==> src/rtl/sd_controller_wb_regs_if.sv <==
// Wishbone B3 classic bus bundle between a host master and the SD controller register file.
interface sd_controller_wb_regs_if;
  logic [31:0] wb_dat_i;
  logic [31:0] wb_dat_o;
  logic [7:0]  wb_adr_i;
  logic [3:0]  wb_sel_i;
  logic        wb_we_i;
  logic        wb_cyc_i;
  logic        wb_stb_i;
  logic        wb_ack_o;

  modport master (
    output wb_dat_i, wb_adr_i, wb_sel_i, wb_we_i, wb_cyc_i, wb_stb_i,
    input  wb_dat_o, wb_ack_o
  );

  modport slave (
    input  wb_dat_i, wb_adr_i, wb_sel_i, wb_we_i, wb_cyc_i, wb_stb_i,
    output wb_dat_o, wb_ack_o
  );
endinterface

==> src/rtl/sd_controller_wb_regs.sv <==
// SD controller configuration/status register file on a Wishbone classic slave port,
// with one-cycle strobes for command start and interrupt-status clear.
module sd_controller_wb_regs #(
  parameter int CMD_W         = 14,
  parameter int CMDTO_W       = 24,
  parameter int DATATO_W      = 24,
  parameter int BLKSIZE_W     = 12,
  parameter int BLKCNT_W      = 16,
  parameter int ICMD_W        = 5,
  parameter int IDATA_W       = 3,
  parameter int RESET_BLKSIZE = 511,
  parameter int RESET_CLKDIV  = 0,
  parameter int VOLTAGE_MV    = 3300
) (
  input  logic                 wb_clk_i,
  input  logic                 wb_rst_i,
  sd_controller_wb_regs_if.slave wb,
  output logic                 cmd_start,
  output logic                 data_int_rst,
  output logic                 cmd_int_rst,
  output logic [31:0]          argument_reg,
  output logic [CMD_W-1:0]     command_reg,
  input  logic [31:0]          response_0_reg,
  input  logic [31:0]          response_1_reg,
  input  logic [31:0]          response_2_reg,
  input  logic [31:0]          response_3_reg,
  output logic                 software_reset_reg,
  output logic                 controll_setting_reg,
  output logic [CMDTO_W-1:0]   cmd_timeout_reg,
  output logic [DATATO_W-1:0]  data_timeout_reg,
  output logic [BLKSIZE_W-1:0] block_size_reg,
  output logic [BLKCNT_W-1:0]  block_count_reg,
  output logic [7:0]           clock_divider_reg,
  output logic [31:0]          dma_addr_reg,
  input  logic [ICMD_W-1:0]    cmd_int_status_reg,
  output logic [ICMD_W-1:0]    cmd_int_enable_reg,
  input  logic [IDATA_W-1:0]   data_int_status_reg,
  output logic [IDATA_W-1:0]   data_int_enable_reg
);

  localparam logic [7:0] ADR_ARGUMENT = 8'h00;
  localparam logic [7:0] ADR_COMMAND  = 8'h04;
  localparam logic [7:0] ADR_RESP0    = 8'h08;
  localparam logic [7:0] ADR_RESP1    = 8'h0C;
  localparam logic [7:0] ADR_RESP2    = 8'h10;
  localparam logic [7:0] ADR_RESP3    = 8'h14;
  localparam logic [7:0] ADR_DATATO   = 8'h18;
  localparam logic [7:0] ADR_CTRL     = 8'h1C;
  localparam logic [7:0] ADR_CMDTO    = 8'h20;
  localparam logic [7:0] ADR_CLKDIV   = 8'h24;
  localparam logic [7:0] ADR_SWRST    = 8'h28;
  localparam logic [7:0] ADR_VOLTAGE  = 8'h2C;
  localparam logic [7:0] ADR_CAPA     = 8'h30;
  localparam logic [7:0] ADR_CMD_ISR  = 8'h34;
  localparam logic [7:0] ADR_CMD_ISER = 8'h38;
  localparam logic [7:0] ADR_DAT_ISR  = 8'h3C;
  localparam logic [7:0] ADR_DAT_ISER = 8'h40;
  localparam logic [7:0] ADR_BLKSIZE  = 8'h44;
  localparam logic [7:0] ADR_BLKCNT   = 8'h48;
  localparam logic [7:0] ADR_DMA      = 8'h60;

  logic [31:0] wmask;
  logic [31:0] rd_data;
  logic        wr_en;
  logic        rd_en;

  // Expand the byte-lane enables into a bit mask; narrow fields simply truncate the merge.
  genvar gi;
  generate
    for (gi = 0; gi < 4; gi++) begin : g_lane
      assign wmask[8*gi +: 8] = {8{wb.wb_sel_i[gi]}};
    end
  endgenerate

  function automatic logic [31:0] merge(input logic [31:0] cur, input logic [31:0] mask,
                                        input logic [31:0] dat);
    return (cur & ~mask) | (dat & mask);
  endfunction

  assign wr_en = wb.wb_cyc_i & wb.wb_stb_i &  wb.wb_we_i & ~wb.wb_ack_o;
  assign rd_en = wb.wb_cyc_i & wb.wb_stb_i & ~wb.wb_we_i & ~wb.wb_ack_o;

  always_comb begin
    rd_data = '0;
    case (wb.wb_adr_i)
      ADR_ARGUMENT: rd_data = argument_reg;
      ADR_COMMAND:  rd_data = 32'(command_reg);
      ADR_RESP0:    rd_data = response_0_reg;
      ADR_RESP1:    rd_data = response_1_reg;
      ADR_RESP2:    rd_data = response_2_reg;
      ADR_RESP3:    rd_data = response_3_reg;
      ADR_DATATO:   rd_data = 32'(data_timeout_reg);
      ADR_CTRL:     rd_data = 32'(controll_setting_reg);
      ADR_CMDTO:    rd_data = 32'(cmd_timeout_reg);
      ADR_CLKDIV:   rd_data = 32'(clock_divider_reg);
      ADR_SWRST:    rd_data = 32'(software_reset_reg);
      ADR_VOLTAGE:  rd_data = 32'(VOLTAGE_MV);
      ADR_CAPA:     rd_data = '0;
      ADR_CMD_ISR:  rd_data = 32'(cmd_int_status_reg);
      ADR_CMD_ISER: rd_data = 32'(cmd_int_enable_reg);
      ADR_DAT_ISR:  rd_data = 32'(data_int_status_reg);
      ADR_DAT_ISER: rd_data = 32'(data_int_enable_reg);
      ADR_BLKSIZE:  rd_data = 32'(block_size_reg);
      ADR_BLKCNT:   rd_data = 32'(block_count_reg);
      ADR_DMA:      rd_data = dma_addr_reg;
      default:      rd_data = '0;
    endcase
  end

  always_ff @(posedge wb_clk_i or negedge wb_rst_i) begin
    if (!wb_rst_i) begin
      wb.wb_ack_o          <= 1'b0;
      wb.wb_dat_o          <= '0;
      cmd_start            <= 1'b0;
      cmd_int_rst          <= 1'b0;
      data_int_rst         <= 1'b0;
      argument_reg         <= '0;
      command_reg          <= '0;
      software_reset_reg   <= 1'b0;
      controll_setting_reg <= 1'b0;
      cmd_timeout_reg      <= '0;
      data_timeout_reg     <= '0;
      block_size_reg       <= BLKSIZE_W'(RESET_BLKSIZE);
      block_count_reg      <= '0;
      clock_divider_reg    <= 8'(RESET_CLKDIV);
      dma_addr_reg         <= '0;
      cmd_int_enable_reg   <= '0;
      data_int_enable_reg  <= '0;
    end else begin
      // Ack drops for at least one cycle even when the master holds cyc/stb.
      wb.wb_ack_o  <= wb.wb_cyc_i & wb.wb_stb_i & ~wb.wb_ack_o;
      cmd_start    <= wr_en && (wb.wb_adr_i == ADR_ARGUMENT);
      cmd_int_rst  <= wr_en && (wb.wb_adr_i == ADR_CMD_ISR);
      data_int_rst <= wr_en && (wb.wb_adr_i == ADR_DAT_ISR);
      if (rd_en) begin
        wb.wb_dat_o <= rd_data;
      end
      if (wr_en) begin
        case (wb.wb_adr_i)
          ADR_ARGUMENT: argument_reg <= merge(argument_reg, wmask, wb.wb_dat_i);
          ADR_COMMAND:
            command_reg <= CMD_W'(merge(32'(command_reg), wmask, wb.wb_dat_i));
          ADR_DATATO:
            data_timeout_reg <= DATATO_W'(merge(32'(data_timeout_reg), wmask, wb.wb_dat_i));
          ADR_CTRL:
            controll_setting_reg <= 1'(merge(32'(controll_setting_reg), wmask, wb.wb_dat_i));
          ADR_CMDTO:
            cmd_timeout_reg <= CMDTO_W'(merge(32'(cmd_timeout_reg), wmask, wb.wb_dat_i));
          ADR_CLKDIV:
            clock_divider_reg <= 8'(merge(32'(clock_divider_reg), wmask, wb.wb_dat_i));
          ADR_SWRST:
            software_reset_reg <= 1'(merge(32'(software_reset_reg), wmask, wb.wb_dat_i));
          ADR_CMD_ISER:
            cmd_int_enable_reg <= ICMD_W'(merge(32'(cmd_int_enable_reg), wmask, wb.wb_dat_i));
          ADR_DAT_ISER:
            data_int_enable_reg <= IDATA_W'(merge(32'(data_int_enable_reg), wmask, wb.wb_dat_i));
          ADR_BLKSIZE:
            block_size_reg <= BLKSIZE_W'(merge(32'(block_size_reg), wmask, wb.wb_dat_i));
          ADR_BLKCNT:
            block_count_reg <= BLKCNT_W'(merge(32'(block_count_reg), wmask, wb.wb_dat_i));
          ADR_DMA: dma_addr_reg <= merge(dma_addr_reg, wmask, wb.wb_dat_i);
          default: ;
        endcase
      end
    end
  end

endmodule

==> src/flat_wrapper.sv <==
// flat-port wrapper written by rule: the top's interface ports become plain ports
module sd_controller_wb_regs_flat 
#(
  parameter int CMD_W         = 14,
  parameter int CMDTO_W       = 24,
  parameter int DATATO_W      = 24,
  parameter int BLKSIZE_W     = 12,
  parameter int BLKCNT_W      = 16,
  parameter int ICMD_W        = 5,
  parameter int IDATA_W       = 3,
  parameter int RESET_BLKSIZE = 511,
  parameter int RESET_CLKDIV  = 0,
  parameter int VOLTAGE_MV    = 3300
)
  (wb_clk_i, wb_rst_i, cmd_start, data_int_rst, cmd_int_rst, argument_reg, command_reg, response_0_reg, response_1_reg, response_2_reg, response_3_reg, software_reset_reg, controll_setting_reg, cmd_timeout_reg, data_timeout_reg, block_size_reg, block_count_reg, clock_divider_reg, dma_addr_reg, cmd_int_status_reg, cmd_int_enable_reg, data_int_status_reg, data_int_enable_reg, wb_wb_dat_i, wb_wb_adr_i, wb_wb_sel_i, wb_wb_we_i, wb_wb_cyc_i, wb_wb_stb_i, wb_wb_dat_o, wb_wb_ack_o);
  sd_controller_wb_regs_if wb_i ();
  input  logic wb_clk_i;
  input  logic wb_rst_i;
  output logic cmd_start;
  output logic data_int_rst;
  output logic cmd_int_rst;
  output logic [31:0] argument_reg;
  output logic [CMD_W-1:0] command_reg;
  input  logic [31:0] response_0_reg;
  input  logic [31:0] response_1_reg;
  input  logic [31:0] response_2_reg;
  input  logic [31:0] response_3_reg;
  output logic software_reset_reg;
  output logic controll_setting_reg;
  output logic [CMDTO_W-1:0] cmd_timeout_reg;
  output logic [DATATO_W-1:0] data_timeout_reg;
  output logic [BLKSIZE_W-1:0] block_size_reg;
  output logic [BLKCNT_W-1:0] block_count_reg;
  output logic [7:0] clock_divider_reg;
  output logic [31:0] dma_addr_reg;
  input  logic [ICMD_W-1:0] cmd_int_status_reg;
  output logic [ICMD_W-1:0] cmd_int_enable_reg;
  input  logic [IDATA_W-1:0] data_int_status_reg;
  output logic [IDATA_W-1:0] data_int_enable_reg;
  input wire logic [$bits(wb_i.wb_dat_i)-1:0] wb_wb_dat_i;
  input wire logic [$bits(wb_i.wb_adr_i)-1:0] wb_wb_adr_i;
  input wire logic [$bits(wb_i.wb_sel_i)-1:0] wb_wb_sel_i;
  input wire logic [$bits(wb_i.wb_we_i)-1:0] wb_wb_we_i;
  input wire logic [$bits(wb_i.wb_cyc_i)-1:0] wb_wb_cyc_i;
  input wire logic [$bits(wb_i.wb_stb_i)-1:0] wb_wb_stb_i;
  output wire logic [$bits(wb_i.wb_dat_o)-1:0] wb_wb_dat_o;
  output wire logic [$bits(wb_i.wb_ack_o)-1:0] wb_wb_ack_o;
  assign wb_i.wb_dat_i = wb_wb_dat_i;
  assign wb_i.wb_adr_i = wb_wb_adr_i;
  assign wb_i.wb_sel_i = wb_wb_sel_i;
  assign wb_i.wb_we_i = wb_wb_we_i;
  assign wb_i.wb_cyc_i = wb_wb_cyc_i;
  assign wb_i.wb_stb_i = wb_wb_stb_i;
  assign wb_wb_dat_o = wb_i.wb_dat_o;
  assign wb_wb_ack_o = wb_i.wb_ack_o;
  sd_controller_wb_regs #(.CMD_W(CMD_W), .CMDTO_W(CMDTO_W), .DATATO_W(DATATO_W), .BLKSIZE_W(BLKSIZE_W), .BLKCNT_W(BLKCNT_W), .ICMD_W(ICMD_W), .IDATA_W(IDATA_W), .RESET_BLKSIZE(RESET_BLKSIZE), .RESET_CLKDIV(RESET_CLKDIV), .VOLTAGE_MV(VOLTAGE_MV)) u_core (.wb_clk_i(wb_clk_i), .wb_rst_i(wb_rst_i), .wb(wb_i), .cmd_start(cmd_start), .data_int_rst(data_int_rst), .cmd_int_rst(cmd_int_rst), .argument_reg(argument_reg), .command_reg(command_reg), .response_0_reg(response_0_reg), .response_1_reg(response_1_reg), .response_2_reg(response_2_reg), .response_3_reg(response_3_reg), .software_reset_reg(software_reset_reg), .controll_setting_reg(controll_setting_reg), .cmd_timeout_reg(cmd_timeout_reg), .data_timeout_reg(data_timeout_reg), .block_size_reg(block_size_reg), .block_count_reg(block_count_reg), .clock_divider_reg(clock_divider_reg), .dma_addr_reg(dma_addr_reg), .cmd_int_status_reg(cmd_int_status_reg), .cmd_int_enable_reg(cmd_int_enable_reg), .data_int_status_reg(data_int_status_reg), .data_int_enable_reg(data_int_enable_reg));
endmodule
==> config.mk <==
export PLATFORM = sky130hd
export DESIGN_NAME = sd_controller_wb_regs_flat
export DESIGN_NICKNAME = d
export VERILOG_FILES = /design/src/rtl/sd_controller_wb_regs_if.sv /design/src/rtl/sd_controller_wb_regs.sv /design/src/flat_wrapper.sv
export SDC_FILE = /design/constraint.sdc
export NUM_CORES = 1
export LEC_CHECK = 0
export ABC_AREA = 1
export CAP_MARGIN = 5
export CORE_MARGIN = 2
export CORE_UTILIZATION = 35
export CTS_CLUSTER_DIAMETER = 120
export DETAILED_ROUTE_END_ITERATION = 8
export PLACE_DENSITY = 0.65
export SLEW_MARGIN = 20
export SYNTH_ARGS = -nofsm -noshare
export SYNTH_HDL_FRONTEND = slang
export SYNTH_SLANG_ARGS = --single-unit
==> constraint.sdc <==
create_clock -name wb_clk_i -period 3.95 [get_ports wb_clk_i]
set_clock_uncertainty 0.1 [all_clocks]
set_input_delay 1.185 -clock wb_clk_i [delete_from_list [all_inputs] [get_ports wb_clk_i]]
set_output_delay 1.185 -clock wb_clk_i [all_outputs]
set_load 0.05 [all_outputs]
==> results of run 1 <==
==> layout make-up <==
class | instances | share of cell area [%]
flip-flops and latches | 208 | 34.1
multi-input cells | 977 | 28.2
repair buffers | 424 | 27.5
clock buffers | 27 | 4.20
well taps | 378 | 3.09
clock inverters | 16 | 1.56
inverters | 52 | 1.28
diodes | 1 | 0.0164
==> through the flow <==
stage	util [%]	total power, W	cells	instance area [sq um]	hold slack, ps
floorplan	-	0.00233	1289	9920	492
global placement	51.7	0.00265	2039	14400	363
detailed placement	51.7	0.00266	2039	14400	364
CTS	54.8	0.00513	2082	15300	381
global route	54.9	0.00527	2083	15300	399
finish	54.9	0.00509	2083	15300	376
==> worst max-delay path by stage <==
stage / end / slack, ps / cells after the start
2_1_floorplan: flip-flop / 1460 / 9
3_3_place_gp: u_core.wb.wb_dat_o[16] / 400 / 11
3_5_place_dp: u_core.wb.wb_dat_o[16] / 360 / 11
4_1_cts: block_size_reg[8] / 730 / 1
5_1_grt: block_size_reg[8] / 700 / 1
6_report: block_size_reg[8] / 760 / 1
==> power by group <==
group	switching (W)	total [W]	internal (W)
registers	0.0000165	0.00216	0.00215
clock network	0.000961	0.00247	0.00151
logic	0.000238	0.000452	0.000214
total	0.00122	0.00509	0.00387
==> routing by layer <==
layer / global-route usage (%) / up-vias
met2: 46.6 / 497
met1: 35.5 / 5011
li1: - / 4990
met5: 0 / -
met3: 6.16 / 63
met4: 7.93 / 0
==> synthesized netlist by cell type (7+ instances only) <==
master / instances / area [sq um]
a21oi_1: 9 / 45.0
a22o_1: 7 / 61.3
buf_2: 28 / 140
clkbuf_1: 22 / 82.6
dfrtp_1: 199 / 4980
dfstp_2: 9 / 236
inv_1: 47 / 176
nand2_1: 599 / 2250
nand2_2: 7 / 43.8
nand3_1: 50 / 250
nand4_1: 37 / 231
nor2_1: 48 / 180
nor2_2: 7 / 43.8
o21ai_0: 90 / 450
o21ai_1: 99 / 495
==> cell families after synthesis <==
family	share of synthesized area (%)
AND/OR/NAND/NOR	32.1
buffers and inverters	4.36
AO/OA/AOI/OAI	11.0
flip-flops	52.6
==> impl_metrics.toml, run 1 <==
[run_status]
outcome = "finished, final reports clean"

[grt]
grt_max_degree = 83
grt_pass1_wl_mm = 61.5
overflow = 0
antenna_found_initial = 1
grt_pass1_vias = 10145
grtUsageTotal_pct = 27.6

[drt]
drc_errors = 0
ant_nets = 0
drtIter0Drc = 794
wl_met2_mm = 20.0
vias = 10561
top_layer = "met4"
avgViaCountPerCell = 5.07
wl_met3_mm = 3.75
first_pass_iters = 5
routedWlPerCell_um = 20.1
drt_wl_total_mm = 41.8
wl_met1_mm = 17.0

[cts]
clkLatencyLatePin_ps = 520
cts_resized = 0
cts_inserted_buffers = 24
path_clk_slew_ps = 60
hold_buffers = 0
cts_setup_buffers = 0
root_buffer = "clkbuf_16"
cts_sinks = 208
htree_num_levels = 1
cts_tree = "built"
clk_path_buf_depth = 3

[timing]
drv_slew = 0
fin_ws_ps = 760
period_share_pct = 80.8
worst_pin_slew_ps = 717
hold_viol = 0
relSlewSlack_pct = 52.2
post-route-min-period_ps = 3190
rsz0062_at_grt = "no"
finalSetupViolCount = 0
max_freq_mhz = 313
setup_tns_ps = 0

[min_path]
whs_path_depth = 2
hp-class = "flip-flop to flip-flop"
hold_start = "u_core.wb.wb_dat_o[14]"
whs_endpoint = "u_core.wb.wb_dat_o[14]"

[floorplan]
die_area_sq_um = 29700
dieHeight_um = 172
ios = 393
die_w_um = 172
initial_utilization_pct = 35.6
core_sq_um = 27900
rows = 61

[yosys]
syn_inst = 1289
synth_ff_type = "dfrtp_1"
ys_ff_latch = 208
yosysSeqAreaShare_pct = 52.6
syn_nets = 1474
synth_area_per_cell_sq_um = 7.69
yosys_warnings = 0
synth-async-reset-ratio_pct = 100
synth.cell_area_sq_um = 9920
synth_edf_count = 0
ys_types = 26

[final_layout]
final_common_cell = "nand2_1"
area_growth_pct = 54.1
regArea_sq_um = 5220
drive_above_1_share_pct = 7.22
layout_common_cells = "nand2_1 (599), clkdlybuf4s50_1 (391), dfrtp_1 (199)"
multi_input_area_sq_um = 4310
layout.nets = 1872
fillers = 2598

[worst_setup_path]
cpPeakStageDelay_ps = 830
r2r-start = "u_core.wb.wb_ack_o"
required_ps = 2660
cp_top_family = "buffers and inverters"
critPathSlowestCell = "clkdlybuf4s50_1"
critPathMaxFanout = 3
worst-r2r-cell-count = 5
cp_cell_sequence = "clkdlybuf4s50_1"
cp.arrival_ps = 1910
rrSetupSlack_ps = 1870
critPathLaunchType = "flip-flop"
crit_buf_inv = 1
critical_path_class = "flip-flop to primary output"
endpoint_kind = "primary output"

[place]
dpl.hpwl_mm = 30.9
place_ws_ps = 365
port_buffers = 392
gp_congestion = 0.921

[pwr]
leakagePower_nw = 6.90
power_density_nw_per_um2 = 333
vdd_drop_max_mv = 0.227

[job]
drv_cap = 0
Power figures use the tool's default switching activity.
==> run 2, diff against run 1 <==
PLACE_DENSITY = 0.67   (was 0.65)
clock period = 2.8 ns   (was 3.95 ns; I/O delays follow)
==> run 2 against run 1 <==
Critical path depth is the same; sequential share of layout area shrank 1.2 points; count of clock-buffer cells in the layout grew 7; via count grew 2.3%; setup slack lost 740 ps; non-clock buffer count grew 44; die area is the same; sequential power grew 41%; largest power group unchanged.
==> impl_metrics.toml, run 2 (synthesis results as in run 1) <==
[run_status]
outcome = "finished, final reports clean"

[worst_setup_path]
worst-r2r-cell-count = 7
cp_cell_sequence = "clkdlybuf4s50_1"
crit_buf_inv = 1
critPathSlowestCell = "clkdlybuf4s50_1"
cp_top_family = "buffers and inverters"
cp.arrival_ps = 1840
crit_end = "cmd_timeout_reg[0]"
cp.depth = 1
cpPeakStageDelay_ps = 850
critPathMaxFanout = 3
rrSetupSlack_ps = 1080
required_ps = 1860
endpoint_kind = "primary output"
critical_path_class = "flip-flop to primary output"
critPathLaunchType = "flip-flop"
r2r-start = "u_core.wb.wb_ack_o"

[final_layout]
area_growth_pct = 59.7
layout.nets = 1918
regArea_sq_um = 5220
final_common_cell = "nand2_1"
layout_common_cells = "nand2_1 (599), clkdlybuf4s50_1 (381), dfrtp_1 (199)"
drive_above_1_share_pct = 9.47
fillers = 2523
multi_input_area_sq_um = 4310
instances_no_fill = 2132

[drt]
vias = 10801
drtIter0Drc = 812
first_pass_iters = 5
ant_nets = 0
drc_errors = 0
routedWlPerCell_um = 19.8
avgViaCountPerCell = 5.07
drt_wl_total_mm = 42.3

[timing]
post-route-min-period_ps = 2780
period_share_pct = 99.3
rsz0062_at_grt = "no"
finalSetupViolCount = 0
fin_ws_ps = 21.0
relSlewSlack_pct = 58.7
worst_pin_slew_ps = 618
hold_viol = 0
setup_tns_ps = 0
max_freq_mhz = 360
drv_slew = 0

[cts]
root_buffer = "clkbuf_16"
cts_setup_buffers = 0
clkLatencyLatePin_ps = 530
cts_inserted_buffers = 26
cts_sinks = 208
hold_buffers = 0
cts_tree = "built"
htree_num_levels = 1
path_clk_slew_ps = 60
clk_path_buf_depth = 3

[floorplan]
dieHeight_um = 172
die_w_um = 172
initial_utilization_pct = 35.6
core_sq_um = 27900
rows = 61
ios = 393
die_area_sq_um = 29700

[grt]
grt_pass1_vias = 10583
antenna_found_initial = 1
grt_max_degree = 56
grtUsageTotal_pct = 27.8
overflow = 0
grt_pass1_wl_mm = 62.3

[place]
dpl.hpwl_mm = 31.7
dp.cells = 2083
place_ws_ps = -148
port_buffers = 392
gp_congestion = 0.905

[pwr]
leakagePower_nw = 7.26
power_density_nw_per_um2 = 449
vdd_drop_max_mv = 0.487

[job]
drv_cap = 0

[min_path]
hp-class = "input port to async pin"
run 2: changes by cell type in the layout (fill, tap and decap cells not counted), sizes merged:
cell           before  now
buf                32   77
clkdlybuf4s50     391  381
dlygate4sd2         0    9
clkbuf             28   34
clkinv              6    9
bufinv              5    3
inv                54   52
clkinvlp            3    2
dlymetal6s2s        0    1
run 2: repair_timing:
action / in CTS / in global routing
gates resized for setup: 9 / 1
endpoints found under the hold margin: 0 / 0
setup endpoints to repair: 9 / 1
run 2: worst min path at each step:
stage,from,cells past startpoint,slack (ps),endpoint
finish,wb_rst_i,1,100,async pin
global route,wb_rst_i,1,120,async pin
CTS,wb_rst_i,1,100,async pin
detailed placement,u_core.wb.wb_dat_o[22],2,360,u_core.wb.wb_dat_o[22]
global placement,u_core.wb.wb_dat_o[24],2,360,u_core.wb.wb_dat_o[24]
floorplan,wb_rst_i,0,440,async pin
run 2: metrics by stage:
stage          hold slack, ps  instance area, sq um  total power, W  util (%)
2_1_floorplan             444                  9920         0.00328         -
3_3_place_gp              362                 15000         0.00376      53.7
3_5_place_dp              365                 15000         0.00376      53.7
4_1_cts                   103                 15800         0.00716      56.8
5_1_grt                   118                 15800         0.00732      56.8
6_report                  100                 15800         0.00711      56.8
run 2: layout make-up:
| class | instances | area share [%] |
|---|---|---|
| diodes | 1 | 0.0158 |
| clock buffers | 34 | 4.42 |
| clock inverters | 14 | 1.09 |
| inverters | 52 | 1.23 |
| multi-input cells | 977 | 27.2 |
| flip-flops and latches | 208 | 32.9 |
| well taps | 378 | 2.99 |
| repair buffers | 468 | 30.1 |
run 2: routing by layer:
| layer | vias to the layer above | wire length, um | GRT usage, % |
|---|---|---|---|
| met1 | 5111 | 17200 | 35.8 |
| met5 | - | 0 | 0 |
| met2 | 531 | 20100 | 46.6 |
| met3 | 86 | 3520 | 5.54 |
| li1 | 5073 | - | - |
| met4 | 0 | 1540 | 9.83 |
run 2: power by group:
group	internal (W)	switching [W]	leakage [nW]
Clock	0.00205	0.00135	0.424
Sequential	0.00303	0.0000224	2.87
Combinational	0.000314	0.000339	3.96
Total	0.00540	0.00171	7.26
==> run 3, diff against run 2 <==
CORE_UTILIZATION = 40   (was 35)
PLACE_DENSITY = 0.76   (was 0.67)
==> run 3 against run 2 <==
Wire length shrank 1.4%; first-iteration DRC count shrank 0.25%; global-route usage grew 3.6 points; utilization grew 8.0 points; non-clock buffer count grew 7; worst hold slack gained 110 ps; combinational power grew 1%; clock power shrank 6%; critical path depth is the same; final area shrank 0.45%.
==> impl_metrics.toml, run 3 (synthesis results as in run 1) <==
[run_status]
outcome = "finished, final reports clean"

[timing]
drv_slew = 0
fin_ws_ps = 50.6
hold_slack_ps = 208
rsz0062_at_grt = "no"
setup_tns_ps = 0
finalSetupViolCount = 0
worst_pin_slew_ps = 593
hold_viol = 0
period_share_pct = 98.2
max_freq_mhz = 364
relSlewSlack_pct = 60.3
post-route-min-period_ps = 2750

[pwr]
power_frac_comb_pct = 9.6
switchingPower_w = 0.00162
power_density_nw_per_um2 = 439
clkPwrFrac_pct = 46.2
vdd_drop_max_mv = 0.296
leakagePower_nw = 7.27
p_seq_share_pct = 44.2
intPower_w = 0.00530
switching_share_pct = 23.4

[floorplan]
dieHeight_um = 161
die_w_um = 161
initial_utilization_pct = 40.8
rows = 57
core_sq_um = 24300
die_area_sq_um = 26100
ios = 393

[min_path]
hp-class = "input port to async pin"

[grt]
grt_pass1_vias = 11135
grt_max_degree = 62
antenna_found_initial = 0
grt_pass1_wl_mm = 63.8
overflow = 0
grtUsageTotal_pct = 31.4

[drt]
avgViaCountPerCell = 5.40
drc_errors = 0
routedWlPerCell_um = 20.1
drt_wl_total_mm = 41.7
drtIter0Drc = 810
vias = 11228
ant_nets = 0
first_pass_iters = 6

[final_layout]
antenna_cells = 0
layout_common_cells = "nand2_1 (599), clkdlybuf4s50_1 (380), dfrtp_1 (199)"
drive_above_1_share_pct = 9.58
layout.nets = 1923
fillers = 2056
instances_no_fill = 2078
area_growth_pct = 58.9
utilization_pct = 64.8
final_common_cell = "nand2_1"

[place]
place_ws_ps = -111
dp.cells = 2036
dpl.hpwl_mm = 30.7
port_buffers = 392
gp_congestion = 0.921

[cts]
root_buffer = "clkbuf_16"
hold_buffers = 0
cts_inserted_buffers = 24
cts_sinks = 208
htree_num_levels = 1
path_clk_slew_ps = 60
clkLatencyLatePin_ps = 520
clk_path_buf_depth = 3
cts_tree = "built"

[worst_setup_path]
r2r-start = "u_core.wb.wb_ack_o"
cp_top_family = "buffers and inverters"
cpPeakStageDelay_ps = 850
cp_cell_sequence = "clkdlybuf4s50_1"
crit_buf_inv = 1
critPathSlowestCell = "clkdlybuf4s50_1"
cp.arrival_ps = 1810
critical_path_class = "flip-flop to primary output"
cp.depth = 1
required_ps = 1860
critPathLaunchType = "flip-flop"
worst-r2r-cell-count = 7
endpoint_kind = "primary output"
critPathMaxFanout = 3
rrSetupSlack_ps = 910

[job]
drv_cap = 0
## run 3: cell types whose count changed in the layout (fill, tap and decap cells not counted), moves of 2 or more
| cell | previous run | this run |
|---|---|---|
| clkinv_2 | 5 | 3 |
| clkinvlp_4 | 2 | 0 |
| buf_4 | 54 | 60 |
| clkbuf_8 | 2 | 6 |
## run 3: power groups by stage
stage          sequential, W  clock, W  combinational [W]
2_1_floorplan        0.00319         0          0.0000941
3_3_place_gp         0.00311         0           0.000655
3_5_place_dp         0.00311         0           0.000660
4_1_cts              0.00305   0.00323           0.000663
5_1_grt              0.00306   0.00335           0.000701
6_report             0.00306   0.00320           0.000662
## run 3: repair_timing
action / 4_1_cts / 5_1_grt
endpoints found under the setup margin: 9 / 2
gates resized for setup: 9 / 2
pin swaps: 0 / 0
buffers inserted: 0 / 0
## run 3: per-stage QoR
| step | power, W | instance area, sq um |
|---|---|---|
| after floorplan | 0.00328 | 9920 |
| after global placement | 0.00376 | 15000 |
| after detailed placement | 0.00377 | 15000 |
| after CTS | 0.00695 | 15800 |
| after global routing | 0.00711 | 15800 |
| final | 0.00691 | 15800 |
## run 3: final cells by class
class                           instances  area [sq um]  area share [%]
Sequential cell                       208          5220            33.1
Inverter                               52           195            1.24
Multi-Input combinational cell        977          4310            27.3
Clock buffer                           35           713            4.52
Timing Repair Buffer                  475          4830            30.7
Clock inverter                          7          92.6           0.587
Tap cell                              324           405            2.57
## run 3: layer usage
metal  vias to the layer above  global-route usage, %  share of wire [%]
li1                       5087                      -                  -
met1                      5350                   40.0                 39
met2                       668                   53.6                 48
met3                       123                   5.62                9.4
met4                         0                   11.9                4.0
met5                         -                      0                  0
## run 3: how the worst max path moves through the flow
stage                         startpoint                endpoint  slack [ps]
after floorplan              wb_wb_cyc_i               flip-flop         660
after global placement    wb_wb_adr_i[5]  u_core.wb.wb_dat_o[22]        -120
after detailed placement  wb_wb_adr_i[2]               flip-flop        -110
after CTS                      flip-flop         argument_reg[1]          20
after global routing           flip-flop         command_reg[10]          10
final                          flip-flop      cmd_timeout_reg[0]          50
